==> config.mk <==
export PLATFORM = sky130hd
export DESIGN_NAME = root_dispatch
export DESIGN_NICKNAME = d
export VERILOG_FILES = /design/src/rtl/root_dispatch.sv
export SDC_FILE = /design/constraint.sdc
export NUM_CORES = 1
export LEC_CHECK = 0
export ABC_CLOCK_PERIOD_IN_PS = 4000
export BUFFER_PORTS_ARGS = -buffer_cell sky130_fd_sc_hd__buf_4
export CAP_MARGIN = 20
export CORE_MARGIN = 2
export CORE_UTILIZATION = 45
export DETAILED_ROUTE_END_ITERATION = 10
export PLACE_DENSITY = 0.67
export RECOVER_POWER = 25
export SKIP_LAST_GASP = 1
export SYNTH_ARGS = -nofsm -noshare
export SYNTH_HDL_FRONTEND = slang
export SYNTH_SLANG_ARGS = --single-unit
==> constraint.sdc <==
create_clock -name clk -period 4 [get_ports clk]
set_input_delay 0.4 -clock clk [delete_from_list [all_inputs] [get_ports clk]]
set_output_delay 0.4 -clock clk [all_outputs]
set_load 0.005 [all_outputs]
==> src/rtl/root_dispatch.sv <==
// Root-engine request dispatcher: queues radicand/degree requests, issues them one
// at a time to the engine and returns tagged responses. Optional WAIT watchdog: ROOT_DISPATCH_TIMEOUT_EN.
module root_dispatch #(
    parameter int FIFO_DEPTH     = 4,
    parameter int TIMEOUT_CYCLES = 255
) (
    input  logic        clk,
    input  logic        rst_n,
    input  logic        req_valid,
    output logic        req_ready,
    input  logic [9:0]  req_radicand,
    input  logic [2:0]  req_degree,
    output logic        eng_in_valid,
    output logic [9:0]  eng_in_data_1,
    output logic [2:0]  eng_in_data_2,
    input  logic        eng_out_valid,
    input  logic [19:0] eng_out_data,
    output logic        rsp_valid,
    input  logic        rsp_ready,
    output logic [19:0] rsp_data,
    output logic [1:0]  rsp_tag,
    output logic        rsp_err,
    output logic        busy
);
    localparam int AW = $clog2(FIFO_DEPTH);
    localparam int EW = 15;

    typedef enum logic [1:0] {IDLE, ISSUE, WAIT, RESP} state_t;

    state_t         state, state_next;
    logic [EW-1:0]  mem [FIFO_DEPTH];
    logic [AW-1:0]  wr_ptr, rd_ptr;
    logic [AW:0]    count;
    logic           full, empty, push, pop;
    logic [EW-1:0]  head;
    logic [1:0]     tag;
    logic [9:0]     op_radicand;
    logic [2:0]     op_degree;
    logic [1:0]     op_tag;
    logic [19:0]    result;
    logic           err;
    logic           load_ok, load_err;

`ifdef ROOT_DISPATCH_TIMEOUT_EN
    localparam int TW = ($clog2(TIMEOUT_CYCLES + 1) > 8) ? $clog2(TIMEOUT_CYCLES + 1) : 8;
    logic [TW-1:0]  wd_cnt;
`endif

    // Entry layout: {radicand[14:5], degree[4:2], tag[1:0]}
    assign full      = (count == (AW+1)'(FIFO_DEPTH));
    assign empty     = (count == '0);
    assign req_ready = !full;
    assign push      = req_valid && !full;
    assign head      = mem[rd_ptr];

    assign rsp_valid = (state == RESP);
    assign rsp_data  = result;
    assign rsp_err   = err;
    assign rsp_tag   = op_tag;
    assign busy      = (state != IDLE) || !empty;

    always_comb begin
        state_next    = state;
        pop           = 1'b0;
        load_ok       = 1'b0;
        load_err      = 1'b0;
        eng_in_valid  = 1'b0;
        eng_in_data_1 = '0;
        eng_in_data_2 = '0;
        case (state)
            IDLE: begin
                if (!empty) begin
                    pop = 1'b1;
                    if (head[4:2] == 3'd0) begin
                        load_err   = 1'b1;
                        state_next = RESP;
                    end else begin
                        state_next = ISSUE;
                    end
                end
            end
            ISSUE: begin
                eng_in_valid  = 1'b1;
                eng_in_data_1 = op_radicand;
                eng_in_data_2 = op_degree;
                state_next    = WAIT;
            end
            WAIT: begin
                // A result arriving on the watchdog's last cycle still wins.
                if (eng_out_valid) begin
                    load_ok    = 1'b1;
                    state_next = RESP;
                end
`ifdef ROOT_DISPATCH_TIMEOUT_EN
                else if (wd_cnt == TW'(TIMEOUT_CYCLES - 1)) begin
                    load_err   = 1'b1;
                    state_next = RESP;
                end
`endif
            end
            RESP: begin
                if (rsp_ready) state_next = IDLE;
            end
            default: state_next = IDLE;
        endcase
    end

    always_ff @(posedge clk) begin
        if (push) mem[wr_ptr] <= {req_radicand, req_degree, tag};
    end

    always_ff @(posedge clk) begin
        if (!rst_n) begin
            state       <= IDLE;
            wr_ptr      <= '0;
            rd_ptr      <= '0;
            count       <= '0;
            tag         <= '0;
            op_radicand <= '0;
            op_degree   <= '0;
            op_tag      <= '0;
            result      <= '0;
            err         <= 1'b0;
        end else begin
            state <= state_next;
            if (push) begin
                wr_ptr <= wr_ptr + AW'(1);
                tag    <= tag + 2'd1;
            end
            if (pop) begin
                rd_ptr      <= rd_ptr + AW'(1);
                op_radicand <= head[14:5];
                op_degree   <= head[4:2];
                op_tag      <= head[1:0];
            end
            case ({push, pop})
                2'b10:   count <= count + (AW+1)'(1);
                2'b01:   count <= count - (AW+1)'(1);
                default: count <= count;
            endcase
            if (load_ok) begin
                result <= eng_out_data;
                err    <= 1'b0;
            end else if (load_err) begin
                result <= '0;
                err    <= 1'b1;
            end
        end
    end

`ifdef ROOT_DISPATCH_TIMEOUT_EN
    always_ff @(posedge clk) begin
        if (!rst_n)              wd_cnt <= '0;
        else if (state == ISSUE) wd_cnt <= '0;
        else if (state == WAIT)  wd_cnt <= wd_cnt + TW'(1);
    end
`endif

endmodule
==> flow_metrics.py <==
metrics = {
    "cts": {
        "cts_sinks": 109,
        "ctsHoldBuffers": 0,
        "clock_latency_ns": 0.37,
        "post-cts-setup-buffers": 0,
        "clockBufferDepth": 2,
        "cts_tree": "built",
        "root_buffer": "clkbuf_8",
        "clk_pin_slew_ns": 0.10,
        "htreeDepth": 3,
        "cts_resized": 0,
        "numCtsBuffers": 9,
    },
    "sta": {
        "worstMarginPinSlew_ns": 0.842,
        "tns_ns": 0,
        "rsz0062_at_grt": "no",
        "min_period_over_period_pct": 69.5,
        "maxSlewHeadroom_pct": 43.9,
        "fin_crit_ns": 2.78,
        "max_freq_ghz": 0.360,
        "skew_ns": 0.0109,
        "hold_viol": 0,
        "maxSlewViolCount": 0,
        "setup_viol_count_final": 0,
    },
    "status": {
        "outcome": "complete, no violations",
    },
    "synth": {
        "synth-main-ff-cell": "edfxtp_1",
        "syn_inst": 294,
        "synthAdderAreaFrac_pct": 3.47,
        "ys_ff_latch": 109,
        "async_reset_ff_share_pct": 0,
        "ys_warn_count": 0,
        "synth_enable_flop_cells": 60,
        "synth_top_family_by_area": "compound AO/OA/AOI/OAI gates",
        "synth_area_um2": 4180,
        "synth_compound_area_share_pct": 9.61,
        "syn_nets": 343,
        "ys_types": 33,
        "synth-xor-area-share_pct": 0.419,
        "synth.area.mux_share_pct": 8.27,
        "ys_seq_area_share_pct": 66.6,
        "avgSynthCellArea_um2": 14.2,
        "yosys.area_share.simple_pct": 8.27,
    },
    "setup_path": {
        "timing.rr.start": "count[2]",
        "critPathBufInv": 2,
        "cp_top_family": "simple AND/OR/NAND/NOR gates",
        "cp-end-kind": "flop",
        "cp_cell_sequence": "nor3b_1 > clkinv_1 > nand2_1 > ha_1 > inv_1 > fa_1 > xor2_1 > or3_1 > a21oi_1",
        "worstPathRequired_ns": 4.30,
        "crit_path_top_delay_cell": "nor3b_1",
        "startpoint_type": "flop",
        "cp-startpoint": "count[2]",
        "critPathMaxFanout": 9,
        "worstSetupPathType": "reg -> reg",
        "cpPeakStageDelay_ns": 0.55,
        "cp.arrival_ns": 3.08,
    },
    "placed_design": {
        "io_buffer_count": 77,
        "dp_hpwl_mm": 5.12,
        "gp_congestion": 0.715,
        "place_inst": 470,
    },
    "detailed_routing": {
        "drc": 0,
        "via_per_inst": 5.33,
        "antenna_left": 0,
        "vias": 2591,
        "drt_wl_total_mm": 7.67,
        "first_pass_iters": 5,
        "first_iter_violations": 105,
        "routedWlPerCell_um": 15.8,
    },
    "final_layout": {
        "layout-drive-gt1-share_pct": 26.9,
        "synthToLayoutAreaGrowth_pct": 19.7,
        "layoutNonFillerInstCount": 486,
        "layout_common_cells": "buf_4 (68), edfxtp_1 (60), dfxtp_1 (49)",
        "n_antenna_cell": 0,
        "final_common_cell": "buf_4",
        "n_fill_cell": 766,
        "final_nets": 419,
    },
    "floorplanning": {
        "die_area_um2": 10100,
        "coreArea_um2": 9110,
        "rows": 35,
        "start_util_pct": 45.9,
        "pin_count": 78,
        "die_y_um": 100,
        "die_w_um": 100,
    },
    "pwr": {
        "p_leak_nw": 1.86,
        "p_per_area_nw_per_um2": 576,
        "vdd_drop_max_mv": 0.285,
    },
    "global_routing": {
        "antenna_found_initial": 0,
        "grt_pass1_vias": 2466,
        "grt_usage_pct": 15.6,
        "grt_first_pass_wirelength_mm": 11.9,
        "grt_max_degree": 29,
        "grt-ovfl-total": 0,
    },
    "min_path": {
        "hp-class": "in -> reg",
        "min-delay-start": "eng_out_data[1]",
    },
    "run": {
        "maxCapViolations": 0,
    },
}
==> stage by stage <==
step	hold slack [ns]	area [um2]	power [W]	worst slack (ns)	util, %
after floorplan	0.432	4180	0.00197	1.50	-
after global placement	0.441	4850	0.00225	1.42	53.2
after detailed placement	0.444	4850	0.00227	1.30	53.2
after CTS	0.209	5050	0.00292	1.26	55.5
after global routing	0.222	5000	0.00306	1.04	54.9
final	0.232	5000	0.00288	1.22	54.9
==> registers in the layout (all words and copies together) (netlist names), named ones only <==
signal / count
mem: 60
rsp_data: 20
op_radicand: 10
count: 3
op_degree: 3
rd_ptr: 2
rsp_tag: 2
state: 2
tag: 2
wr_ptr: 2
rsp_err: 1
==> worst paths after layout <==
check	slack, ns	depth (start not counted)	endpoint
setup / recovery	1.22	9	count[2]
setup reg to reg	1.22	9	count[2]
hold / removal	0.23	2	rsp_data[1]
hold reg to reg	0.45	2	op_radicand[4]
==> routing by layer <==
layer | wire length (um) | track usage, % | vias up
met1 | 3360 | 19.6 | 1244
met2 | 3690 | 26.2 | 85
met3 | 524 | 4.18 | 8
li1 | - | - | 1254
met5 | 0 | 0 | -
met4 | 93 | 5.80 | 0
==> cells by family (layout without fill, tap and decap cells) <==
| family | Yosys count | count (layout) |
|---|---|---|
| AOI/OAI and AO/OA | 57 | 57 |
| xor gates and xnor gates | 2 | 2 |
| adders and majority gates | 11 | 11 |
| buffers and inverters | 31 | 112 |
| DFF | 109 | 109 |
| muxes | 15 | 15 |
| and+or+nand+nor | 69 | 69 |
==> area by class of cell <==
cell class	instances	area (um2)	share of cell area, %
timing repair buffer	81	559	11.2
tap	111	139	2.78
clock inverter	6	67.6	1.35
inverter	15	56.3	1.13
clock buffer	10	138	2.75
multi-input combinational	154	1260	25.2
sequential	109	2780	55.6
==> where the power goes <==
part           internal [W]  switching, W  total, W
Sequential          0.00137     0.0000916   0.00146
Combinational      0.000351      0.000421  0.000772
Clock              0.000262      0.000390  0.000652
==> Yosys cell counts (all sizes together), types with 3 or more instances <==
| master | n | area, um2 |
|---|---|---|
| nor2 | 4 | 15.0 |
| or4 | 3 | 26.3 |
| inv | 13 | 48.8 |
| ha | 10 | 125 |
| nand3 | 3 | 15.0 |
| and2 | 13 | 81.3 |
| clkbuf | 11 | 41.3 |
| a21oi | 25 | 125 |
| a32o | 20 | 200 |
| dfxtp | 49 | 981 |
| mux4 | 15 | 345 |
| buf | 5 | 42.5 |
| o21ai | 5 | 25.0 |
| nand2 | 34 | 128 |
| and3 | 6 | 37.5 |
| edfxtp | 60 | 1800 |
Note: power is estimated with default switching activity, not from simulation.
